`config.mk`:
```
export PLATFORM = sky130hd
export DESIGN_NAME = serial_adder
export DESIGN_NICKNAME = d
export VERILOG_FILES = /design/src/rtl/serial_adder.sv
export SDC_FILE = /design/constraint.sdc
export NUM_CORES = 1
export LEC_CHECK = 0
export CAP_MARGIN = 25
export CORE_UTILIZATION = 23
export CTS_CLUSTER_DIAMETER = 30
export DETAILED_ROUTE_END_ITERATION = 10
export GPL_TIMING_DRIVEN = 0
export SYNTH_ARGS = -nofsm -noshare
export SYNTH_HDL_FRONTEND = slang
export SYNTH_SLANG_ARGS = --single-unit
```
`constraint.sdc`:
```
create_clock -name clk -period 2.45 [get_ports clk]
set_input_delay 0.3675 -clock clk [delete_from_list [all_inputs] [get_ports clk]]
set_output_delay 0.3675 -clock clk [all_outputs]
set_load 0.1 [all_outputs]
```
`src/rtl/serial_adder.sv`:
```
// Bit-serial adder: one full-adder step per clock, LSB first, WIDTH cycles per add.
// Result registered on entry to DONE; done pulses once there, then back to IDLE.
module serial_adder #(
  parameter int WIDTH = 8
) (
  input  logic             clk,
  input  logic             rst,
  input  logic             start,
  input  logic [WIDTH-1:0] a,
  input  logic [WIDTH-1:0] b,
  input  logic             cin,
  output logic             busy,
  output logic             done,
  output logic [WIDTH-1:0] sum,
  output logic             cout
);

  localparam int CW = $clog2(WIDTH) + 1;

  typedef enum logic [1:0] {
    IDLE  = 2'd0,
    SHIFT = 2'd1,
    DONE  = 2'd2
  } state_t;

  state_t           state_q, state_d;
  logic [WIDTH-1:0] a_q, a_d;
  logic [WIDTH-1:0] b_q, b_d;
  logic [WIDTH-2:0] psum_q, psum_d;
  logic             carry_q, carry_d;
  logic [CW-1:0]    cnt_q, cnt_d;
  logic [WIDTH-1:0] sum_q, sum_d;
  logic             cout_q, cout_d;

  logic             bit_s;
  logic             bit_c;
  logic [WIDTH-1:0] shifted;

  always_ff @(posedge clk or posedge rst) begin
    if (rst) begin
      state_q <= IDLE;
      a_q     <= '0;
      b_q     <= '0;
      psum_q  <= '0;
      carry_q <= 1'b0;
      cnt_q   <= '0;
      sum_q   <= '0;
      cout_q  <= 1'b0;
    end else begin
      state_q <= state_d;
      a_q     <= a_d;
      b_q     <= b_d;
      psum_q  <= psum_d;
      carry_q <= carry_d;
      cnt_q   <= cnt_d;
      sum_q   <= sum_d;
      cout_q  <= cout_d;
    end
  end

  always_comb begin
    state_d = state_q;
    a_d     = a_q;
    b_d     = b_q;
    psum_d  = psum_q;
    carry_d = carry_q;
    cnt_d   = cnt_q;
    sum_d   = sum_q;
    cout_d  = cout_q;

    bit_s   = a_q[0] ^ b_q[0] ^ carry_q;
    bit_c   = (a_q[0] & b_q[0]) | (a_q[0] & carry_q) | (b_q[0] & carry_q);
    // Partial sum keeps WIDTH-1 bits; the final step's bit completes the word.
    shifted = {bit_s, psum_q};

    unique case (state_q)
      IDLE: begin
        if (start) begin
          a_d     = a;
          b_d     = b;
          carry_d = cin;
          psum_d  = '0;
          cnt_d   = '0;
          state_d = SHIFT;
        end
      end
      SHIFT: begin
        a_d     = a_q >> 1;
        b_d     = b_q >> 1;
        psum_d  = shifted[WIDTH-1:1];
        carry_d = bit_c;
        cnt_d   = cnt_q + 1'b1;
        if (cnt_q == CW'(WIDTH - 1)) begin
          sum_d   = shifted;
          cout_d  = bit_c;
          state_d = DONE;
        end
      end
      DONE: begin
        state_d = IDLE;
      end
      default: begin
        state_d = IDLE;
      end
    endcase
  end

  assign busy = (state_q != IDLE);
  assign done = (state_q == DONE);
  assign sum  = sum_q;
  assign cout = cout_q;

endmodule

```
==> results by group <==
Final layout
  – Final cell count without fillers: 288
  – Share of layout cells above drive strength 1: 16.4%
  – Area added between synthesis and finish: 31.6%
  – Number of fillers in the final layout: 780
  – ANT cells: 0
  – Number of nets in the layout: 210

Worst setup path
  – FF-to-FF Start: cnt_q[0]
  – Worst setup SP type: flop
  – Buf/Inv on CP: 4
  – Data arrival, critical path: 1.94 ns
  – Most frequent CP cell: buf_2
  – Worst-path maximum fanout: 10
  – Critical Setup Path Class: reg2out
  – Worst Setup SP: state_q[0]
  – Critical path's largest stage delay: 0.55 ns
  – Top Family by Delay on Critical Path: buffers and inverters
  – Critical-path cell list: buf_2 > clkbuf_2 > buf_2 > nor2b_2 > clkdlybuf4s15_2
  – Setup crit end kind: output port
  – Max stage delay cell, worst path: clkdlybuf4s15_2
  – CP Data Required Time: 2.08 ns

Clock tree
  – CTS Sinks: 39
  – Worst-Skew Late Latency: 0.29 ns
  – Total CTS buffers: 5
  – CTS clk-pin slew, worst paths: 0.09 ns
  – Clock root buffer: clkbuf_8
  – Maximum clock path buffer count: 2
  – H-tree levels: 2
  – TritonCTS clock tree: done

Synthesis
  – Post-synthesis sequential area ratio: 56.9%
  – Seq cells post-synth: 39
  – Most used DFF post-synth: dfrtp_1
  – Cells after Synth: 151
  – Syn Area/Cell: 11.4 um2
  – Mapped Area: 1710 um2
  – Largest cells by area after synthesis: dfrtp_1 57%, and3b_1 7.7%, mux2_2 6.6%
  – Ranking of synthesized cells by instance count: 39 x dfrtp_1, 16 x a21oi_1, 16 x nand2_1, 16 x o21ai_0, 15 x and3b_1
  – Count leader, synth: dfrtp_1
  – Syn_nets: 173
  – Largest area contributor in the synthesized netlist: dfrtp_1
  – Synth unique cells: 24
  – Number of flops mapped to enable cells by yosys: 0
  – Synth Warn #: 0
  – Share of the synthesized area in the top cell type: 56.9%
  – Asr flop ratio synth: 100%

Global routing
  – GRT Util Overall: 10.3%
  – Grt total ovfl: 0
  – Number of global-route vias before repair: 1190
  – Largest net degree at the start of global routing: 40
  – Initial antenna violation count: 0
  – First-pass GRT wire length: 6.00 mm

Floorplan
  – Row cnt: 31
  – Starting Density: 23.8%
  – Die height: 88.3 um
  – DIE AREA: 7800 um2
  – Top Ports: 31
  – Core footprint: 7210 um2
  – DIE WIDTH: 88.3 um

Power and ir drop
  – Clk pwr share: 17.9%
  – Power share of the combinational group: 47.6%
  – PD cells: 1380 nW/um2
  – Max IR drop VDD: 0.000551 V
  – Switching Fraction: 44.1%
  – Seq pwr share: 34.4%
  – Static Leak: 1.03 nW
  – Internal: 0.00174 W
  – Net Switching: 0.00137 W

Timing
  – Max Slew Vio Count: 0
  – Total negative slack: 0 ns
  – RSZ-0062 raised after global routing: no
  – Clk_skew: 0.0139 ns
  – PnR worst setup slack: 0.146 ns
  – Slew HR: 33.7%
  – Fin. Hold Viols: 0
  – Final period util: 94.0%
  – Worst Tran Pin Value: 0.991 ns
  – Fmax achieved: 434 MHz
  – # setup viols final: 0
  – Final Critical Period: 2.30 ns

Placement
  – Routability cong.: 0.711
  – Pre-CTS setup slack: -0.173 ns
  – Placed insts: 280
  – Port bufs: 30
  – Dpl hpwl: 2.40 mm

Hold path
  – Hold_sp: a_q[5]
  – Hold WC Path Type: reg2reg

Outcome
  – Status: complete, no violations

Drt
  – Via count: 1260
  – Drc violations: 0
  – TritonRoute pass-1 iters: 4
  – Antenna viol nets, final: 0
  – Total Routed Length: 3.53 mm
  – 1st-iter DRT viols: 81
  – Vias/cell: 4.38
  – DR WL/cell: 12.3 um

Run
  – Max cap viols: 0
[state kept, by name (all words and copies together) (netlist names)]
register and count:
carry_q 1, a_q 8, sum 8, state_q 2
psum_q 7, b_q 8, cout 1, cnt_q 4
[cell type report]
class | instances | area, um2 | share of cell area [%]
buffer | 11 | 48.8 | 2.16
clock buffer | 6 | 82.6 | 3.66
clock inverter | 2 | 35.0 | 1.55
inverter | 2 | 7.51 | 0.333
multi-input combinational | 99 | 686 | 30.4
sequential | 39 | 976 | 43.3
tap | 99 | 124 | 5.49
timing repair buffer | 30 | 297 | 13.1
[tightest hold or removal path, delay by kind of cell, from the launching register on]
kind / cells / cell delay (ns)
and+or+nand+nor: 1 / 0.04
AOI/OAI and AO/OA: 1 / 0.06
DFF: 1 / 0.35
[kinds of logic after synthesis]
logic type,count (synthesis),synth area share [%]
compound gates,46,16.5
fa+ha+maj,2,1.90
buf+inv,13,3.21
flops,39,56.9
mux,10,6.57
simple gates,41,14.9
[cell usage in the layout (no fill, tap or decap)]
| cell type | count |
|---|---|
| inv_1 | 1 |
| o31ai_1 | 1 |
| o21bai_1 | 1 |
| nor2b_1 | 1 |
| clkdlybuf4s50_1 | 28 |
| clkbuf_2 | 1 |
| clkbuf_8 | 6 |
| nand2b_1 | 1 |
| nor2b_2 | 1 |
| a21oi_1 | 16 |
| inv_2 | 1 |
| clkbuf_1 | 5 |
| clkinv_2 | 1 |
| fa_1 | 1 |
| bufinv_16 | 1 |
| a22o_2 | 1 |
| and2_1 | 1 |
| clkdlybuf4s15_2 | 1 |
| a32o_1 | 2 |
| nand3_1 | 1 |
| buf_2 | 6 |
| nor2_1 | 3 |
| ha_1 | 1 |
| nand2_1 | 16 |
| a22oi_1 | 1 |
| dfrtp_1 | 39 |
| a22o_1 | 8 |
| nor3_4 | 1 |
| and3b_1 | 15 |
| o21ai_0 | 16 |
| mux2_2 | 10 |
| nand2_2 | 1 |
[power by group through the flow]
stage	registers, W	logic, W	clock network [W]
floorplan	0.00149	0.000723	0
global placement	0.00108	0.00149	0
detailed placement	0.00109	0.00150	0
CTS	0.00108	0.00151	0.000573
global route	0.00112	0.00160	0.000602
finish	0.00107	0.00148	0.000558
[final timing paths]
path | to | depth (start not counted) | slack [ns]
setup / recovery | done | 5 | 0.15
hold / removal | a_q[5] | 2 | 0.49
setup reg to reg | sum[6] | 4 | 0.79
hold reg to reg | a_q[5] | 2 | 0.49
max in group asynchronous | cout | 2 | 1.39
min in group asynchronous | cnt_q[3] | 2 | 0.54
[per-layer routing]
metal  vias up  track usage, %  wire length (um)
li1        615               -                 -
met1       620            13.4              1710
met2        19            15.8              1640
met3         6            2.71               112
met4         0            4.84                66
met5         -               0                 0
[through the flow]
step	hold WS (ns)	util (%)	instance area, um2	power [W]
finish	0.486	31.3	2260	0.00311
global placement	0.461	29.7	2140	0.00257
CTS	0.488	31.3	2260	0.00315
floorplan	0.450	-	1720	0.00221
global route	0.509	31.3	2260	0.00331
detailed placement	0.470	29.7	2140	0.00259
[timing repair]
action | 4_1_cts | 5_1_grt
gates resized for setup | 6 | 4
setup endpoints to repair | 2 | 2
hold buffers | 0 | 0
buffers inserted | 0 | 0
cloned | 0 | 0
(Power assumes the default switching activity.)
